<file path="config.mk">
export PLATFORM = sky130hd
export DESIGN_NAME = vsmac_stream
export DESIGN_NICKNAME = d
export VERILOG_FILES = /design/src/rtl/vsmac_stream.sv
export SDC_FILE = /design/constraint.sdc
export NUM_CORES = 2
export LEC_CHECK = 0
export CORE_MARGIN = 2
export CORE_UTILIZATION = 30
export DETAILED_ROUTE_END_ITERATION = 10
export GPL_ROUTABILITY_DRIVEN = 0
export PLACE_DENSITY = 0.45
export SLEW_MARGIN = 20
export SYNTH_ARGS = -nofsm -noshare
export SYNTH_HDL_FRONTEND = slang
export SYNTH_SLANG_ARGS = --single-unit
</file>
<file path="constraint.sdc">
create_clock -name clk -period 13.81 [get_ports clk]
set_clock_uncertainty 0.15 [all_clocks]
set_input_delay 1.381 -clock clk [delete_from_list [all_inputs] [get_ports clk]]
set_output_delay 1.381 -clock clk [all_outputs]
set_load 0.01 [all_outputs]
</file>
<file path="src/rtl/vsmac_stream.sv">
//==============================================================================
// Module  : vsmac_stream
// Brief   : Vector-scalar multiply-accumulate engine; SIZE lanes accumulate
//           a[i]*b over a programmable run length with valid/ready streaming.
// Revision: 1.0 - initial release
//==============================================================================
`default_nettype none

module vsmac_stream #(
    parameter int SIZE      = 6,
    parameter int WIDTH     = 8,
    parameter int ACC_WIDTH = 20,
    parameter int MAX_ACC   = 16,
    parameter int SIGNED    = 1,
    parameter int SATURATE  = 1,
    localparam int LEN_W    = $clog2(MAX_ACC + 1)
) (
    input  logic                      clk,
    input  logic                      reset,
    input  logic                      start,
    input  logic [LEN_W-1:0]          acc_len,
    input  logic                      in_valid,
    output logic                      in_ready,
    input  logic [WIDTH*SIZE-1:0]     a,
    input  logic [WIDTH-1:0]          b,
    output logic                      out_valid,
    input  logic                      out_ready,
    output logic [ACC_WIDTH*SIZE-1:0] out,
    output logic                      done,
    output logic                      busy,
    output logic [SIZE-1:0]           overflow
);

    localparam logic [1:0]       c_ST_IDLE  = 2'd0;
    localparam logic [1:0]       c_ST_ACCUM = 2'd1;
    localparam logic [1:0]       c_ST_HOLD  = 2'd2;
    localparam logic [LEN_W-1:0] c_MAX_LEN  = LEN_W'(MAX_ACC);

    logic [1:0]                       r_state;
    logic [1:0]                       w_state_next;
    logic [LEN_W-1:0]                 r_len;
    logic [LEN_W-1:0]                 r_count;
    logic [SIZE-1:0][ACC_WIDTH-1:0]   r_acc;
    logic [SIZE-1:0][ACC_WIDTH-1:0]   r_out;
    logic [SIZE-1:0][ACC_WIDTH-1:0]   w_acc_next;
    logic [SIZE-1:0]                  w_ovf;
    logic [SIZE-1:0]                  r_ovf;
    logic                             r_done;
    logic                             w_start_ok;
    logic                             w_beat;
    logic                             w_last;
    logic                             w_load;

    assign w_start_ok = start && (acc_len != '0);
    assign w_beat     = in_valid && (r_state == c_ST_ACCUM);
    assign w_last     = w_beat && ((r_count + 1'b1) == r_len);
    // A new run may be armed from IDLE, or straight out of HOLD as the result drains
    assign w_load     = w_start_ok && ((r_state == c_ST_IDLE) ||
                                       ((r_state == c_ST_HOLD) && out_ready));

    always_ff @(posedge clk) begin
        if (!reset) begin
            r_state <= c_ST_IDLE;
        end else begin
            r_state <= w_state_next;
        end
    end

    always_comb begin
        w_state_next = r_state;
        case (r_state)
            c_ST_IDLE: begin
                if (w_start_ok) w_state_next = c_ST_ACCUM;
            end
            c_ST_ACCUM: begin
                if (w_last) w_state_next = c_ST_HOLD;
            end
            c_ST_HOLD: begin
                if (out_ready) w_state_next = w_start_ok ? c_ST_ACCUM : c_ST_IDLE;
            end
            default: w_state_next = c_ST_IDLE;
        endcase
    end

    genvar gi;
    generate
        for (gi = 0; gi < SIZE; gi++) begin : g_lane
            logic [2*WIDTH-1:0]   w_ax;
            logic [2*WIDTH-1:0]   w_bx;
            logic [2*WIDTH-1:0]   w_prod;
            logic [ACC_WIDTH:0]   w_prod_ext;
            logic [ACC_WIDTH:0]   w_acc_ext;
            logic [ACC_WIDTH:0]   w_sum;
            logic [ACC_WIDTH-1:0] w_sat;

            // One guard bit above the accumulator exposes overflow of the true sum
            if (SIGNED != 0) begin : g_signed
                assign w_ax       = {{WIDTH{a[WIDTH*gi+WIDTH-1]}}, a[WIDTH*gi +: WIDTH]};
                assign w_bx       = {{WIDTH{b[WIDTH-1]}}, b};
                assign w_prod_ext = {{(ACC_WIDTH+1-2*WIDTH){w_prod[2*WIDTH-1]}}, w_prod};
                assign w_acc_ext  = {r_acc[gi][ACC_WIDTH-1], r_acc[gi]};
                assign w_ovf[gi]  = w_sum[ACC_WIDTH] ^ w_sum[ACC_WIDTH-1];
                assign w_sat      = w_sum[ACC_WIDTH] ? {1'b1, {(ACC_WIDTH-1){1'b0}}}
                                                     : {1'b0, {(ACC_WIDTH-1){1'b1}}};
            end else begin : g_unsigned
                assign w_ax       = {{WIDTH{1'b0}}, a[WIDTH*gi +: WIDTH]};
                assign w_bx       = {{WIDTH{1'b0}}, b};
                assign w_prod_ext = {{(ACC_WIDTH+1-2*WIDTH){1'b0}}, w_prod};
                assign w_acc_ext  = {1'b0, r_acc[gi]};
                assign w_ovf[gi]  = w_sum[ACC_WIDTH];
                assign w_sat      = {ACC_WIDTH{1'b1}};
            end

            assign w_prod = w_ax * w_bx;
            assign w_sum  = w_acc_ext + w_prod_ext;
            assign w_acc_next[gi] = (w_ovf[gi] && (SATURATE != 0)) ? w_sat
                                                                   : w_sum[ACC_WIDTH-1:0];
        end
    endgenerate

    always_ff @(posedge clk) begin
        if (!reset) begin
            r_len   <= '0;
            r_count <= '0;
            r_acc   <= '0;
            r_out   <= '0;
            r_ovf   <= '0;
            r_done  <= 1'b0;
        end else begin
            r_done <= w_last;
            if (w_load) begin
                r_acc   <= '0;
                r_ovf   <= '0;
                r_count <= '0;
                r_len   <= (acc_len > c_MAX_LEN) ? c_MAX_LEN : acc_len;
            end else if (w_beat) begin
                r_acc   <= w_acc_next;
                r_ovf   <= r_ovf | w_ovf;
                r_count <= r_count + 1'b1;
                if (w_last) r_out <= w_acc_next;
            end
        end
    end

    assign in_ready  = (r_state == c_ST_ACCUM);
    assign out_valid = (r_state == c_ST_HOLD);
    assign busy      = (r_state != c_ST_IDLE);
    assign done      = r_done;
    assign out       = r_out;
    assign overflow  = r_ovf;

endmodule

`default_nettype wire

</file>
Word level (Yosys, flattened, before mapping)
Cells that the tools add are included.
- register bits: 259
- bits in latches: 0
- memory bits (writable): 0
- memory bits (read-only): 0
- input port bits: 66
- logic and storage cells: 76
- memories kept: 0
- $add $sub $neg: 7
- multipliers: 6
- divide/modulo/power cells: 0
- magnitude comparators: 1
- eq/ne operators: 6
- shifts and indexed selects: 0
- multiplexer cells: 18
- bitwise operators: 9
- reductions and logical operators: 12
- operator list (cell ; number):
    $mux W20 ; 12
    $add A20 B16 Y21 ; 6
    $mul A8 B8 Y16 ; 6
    $mux W2 ; 3
    $or A6 B6 Y6 ; 1
    $pmux W2 S3 ; 1
    $reduce_and A3 Y1 ; 2
    $xor A1 B1 Y1 ; 6
    $add A5 B1 Y5 const B ; 1
    $eq A5 B5 Y1 ; 1
    $gt A5 B5 Y1 const B ; 1
    $logic_and A1 B1 Y1 ; 5
    $mux W5 ; 1
    $reduce_bool A5 Y1 ; 1
    $ne A2 B1 Y1 const B ; 2
    $eq A2 B1 Y1 const B ; 1
    $eq A2 B2 Y1 const B ; 1
    $logic_not A2 Y1 ; 1
    $ne A2 B2 Y1 const B ; 1
    $not A1 Y1 ; 2
    $reduce_bool A2 Y1 ; 1
    $reduce_or A2 Y1 ; 1
    $logic_or A1 B1 Y1 ; 1
    $mux W1 ; 1

Depth between registers and ports, before layout
- depth in word-level cells: 6
- gate-level depth with buffers: 23
- depth with buffers taken out: 20

Worst setup path before layout
Ideal clock, no wire load.
- path kind: input to register
- start: input port b[0]
- end: register r_out, in the netlist out[100]
- setup time: 148 ps
- arrival: 6952 ps
- required time: 13512 ps
- slack: 6559 ps
- stages: 18
- cell sequence: clkbuf_1 > and2_1 > inv_1 > fa_1 > inv_1 > fa_1 > fa_1 > fa_1 > fa_1 > ha_1 > o21ai_0 > o21bai_2 > a2111oi_4 > o31ai_2 > a221oi_4 > xor2_1 > o31ai_1 > a311oi_1
- word-level cells in the longest chain between the ends: 4
- ends and longest elaborated chain (element ; line ; text):
    start, declared ; 25 ; input logic [WIDTH-1:0] b,
    $mul A8 B8 Y16 (*) ; 114 ; assign w_prod = w_ax * w_bx;
    $add A20 B16 Y21 (*) ; 115 ; assign w_sum = w_acc_ext + w_prod_ext;
    $mux W20 / $xor A1 B1 Y1 (equally long branches) ; 103, 102 ;
    $mux W20 (*) ; 116 ; assign w_acc_next[gi] = (w_ovf[gi] && (SATURATE != 0)) ? w_sat
    end signal, assigned ; 140 ; if (w_last) r_out <= w_acc_next;
    end, declared ; 44 ; logic [SIZE-1:0][ACC_WIDTH-1:0] r_out;
Every way passes the cells marked *; elsewhere a longest branch is shown, timed or not.
A chain may end at the register's enable or synchronous reset.

Worst setup path in the final report
- start: input port b[0]
- end: register r_out, in the netlist out[101]
The elaborated chain is that of the path after synthesis.

==> flow_summary.json <==
{
  "slew_viol_final": 0,
  "fp.dieW_um": 331,
  "drive_above_1_share": 0.0498,
  "syn_nets": 4281,
  "ctsResizeCount": 0,
  "mostFrequentLayoutCell": "fa_1",
  "yosys-top-cells-area": "fa_1 34%, dfxtp_1 16%, ha_1 11%, inv_1 6.2%, and2_1 3.9%",
  "cts_root_buf": "clkbuf_16",
  "cts.sinks": 259,
  "final_nets": 4412,
  "synth_top_area_share": 0.344,
  "postCtsSetupRepairBufs": 0,
  "ant_nets": 0,
  "cts_tree": "yes",
  "period_needed_ns": 8.27,
  "ys_ff_latch": 259,
  "row_count": 119,
  "hp-class": "register to register",
  "clkLatencyLatePin_ns": 0.61,
  "die_y_um": 331,
  "period_share": 0.599,
  "final_cell_mix": "552 x fa_1, 531 x inv_1, 289 x ha_1",
  "cts_hold_buf": 0,
  "grt_pass1_wl_mm": 148,
  "yosysSeqAreaShare": 0.162,
  "relSlewSlack": 0.272,
  "via_count": 23500,
  "start_util": 0.304,
  "grt_pass1_vias": 24800,
  "drcViolationCount": 0,
  "cts_made_buffers": 38,
  "coreArea_sq_um": 106000,
  "syn-cell-area_sq_um": 32100,
  "synth_cell_types": 84,
  "path_max_fanout": 48,
  "synth_cells": 3374,
  "grt_max_degree": 80,
  "worstSetupPathType": "input port to register",
  "clk_pin_slew_ns": 0.06,
  "setup_viol": 0,
  "hold_violations": 0,
  "rsz0062_at_grt": "no",
  "syn2layout_area_growth_pct": 15.1,
  "cts_buffer_depth": 3,
  "htree_num_levels": 2,
  "grtUsageTotal": 0.175,
  "ys_async_sr_fraction": 0,
  "via_per_inst": 4.75,
  "synth.avg_cell_area_sq_um": 9.51,
  "drt_iter0_markers": 1121,
  "hpwl_mm": 71.7,
  "crit_path_end_kind": "register",
  "ys_warn_count": 0,
  "drtPass1Iterations": 5,
  "die_area_sq_um": 110000,
  "synth-edff-count": 0,
  "max_freq_mhz": 121,
  "cp-start-kind": "input port",
  "worstMarginPinSlew_ns": 1.09,
  "outcome": "finished, final reports clean",
  "cap_viol_max_count": 0,
  "grt_overflow": 0,
  "tns_ns": 0,
  "io_buffers": 195,
  "ios": 196,
  "wire_per_inst_um": 18.8,
  "yosys.area.top_type": "fa_1",
  "synth-main-ff-cell": "dfxtp_1",
  "arrival_ns": 8.53,
  "routed_wirelength_mm": 92.6,
  "antenna_found_initial": 15,
  "timing.hold.ws_ns": 0.300,
  "cp.required_ns": 14.07
}
sequential cells by signal (all words and copies together) (netlist names):
name / cells
r_count: 5
g_lane.w_acc_ext: 120
done: 1
r_state: 2
out: 120
r_len: 5
overflow: 6
cells in the mapped netlist, types with 68 or more instances:
cell type and count:
a211oi_1 72, a21oi_1 154, and2_1 198, clkbuf_1 120, dfxtp_1 259, fa_1 552, ha_1 289, inv_1 531
nand2_1 247, nor2_1 165, o21ai_0 195, xnor2_1 68
cells by family after synthesis:
kind of cell | after synthesis | synth area share
AOI/OAI and AO/OA | 678 | 0.137
xor gates and xnor gates | 122 | 0.0344
adders and majority gates | 891 | 0.473
buffers and inverters | 670 | 0.0793
DFF | 259 | 0.162
muxes | 6 | 0.00187
and+or+nand+nor | 748 | 0.113
stage by stage:
step	instances	setup WS, ns	util	instance area, sq um
5_1_grt	4929	4.99	0.349	36900
2_1_floorplan	3374	6.56	-	32100
3_3_place_gp	4856	4.90	0.336	35500
4_1_cts	4926	5.53	0.349	36900
3_5_place_dp	4856	4.89	0.336	35500
6_report	4934	5.54	0.350	36900
metal layers:
layer  vias to the layer above  wire length [um]  global-route usage
met4                        10              1730              0.0371
met2                       348             41800               0.279
met3                        77              4030              0.0305
li1                      11300                 -                   -
met5                         -                64                   0
met1                     11700             44900               0.249
path summary, 6_finish.rpt:
| check | endpoint | cells after the start | start | slack (ns) |
|---|---|---|---|---|
| max | out[101] | 19 | b[0] | 5.54 |
| min | out[22] | 2 | out[22] | 0.30 |
| max reg2reg | g_lane[3].w_acc_ext[5] | 18 | g_lane[3].w_acc_ext[6] | 7.45 |
| min reg2reg | out[22] | 2 | out[22] | 0.30 |
critical path, cell delays in order:
cell,delay [ns]
buf_2,0.10
buf_4,0.60
and2_1,0.88
inv_1,0.13
fa_1,0.51
inv_1,0.05
fa_1,0.49
fa_1,0.56
fa_1,0.43
fa_1,0.44
ha_1,0.33
o21ai_0,0.21
o21bai_2,0.13
a2111oi_4,0.42
o31ai_2,0.19
a221oi_4,0.37
xor2_1,0.24
o31ai_1,0.87
a311oi_1,0.10
layout make-up:
class | instances | area (sq um)
tap | 1391 | 1740
multi-input combinational | 2445 | 24400
clock inverter | 21 | 324
clock buffer | 49 | 1070
timing repair buffer | 228 | 2160
fill | 10900 | 68800
sequential | 259 | 5180
antenna | 8 | 20.0
inverter | 533 | 2000
Power is left out: the tool's default activity adds up to more than one toggle a clock period on the data nets, which glitch-free logic cannot reach.
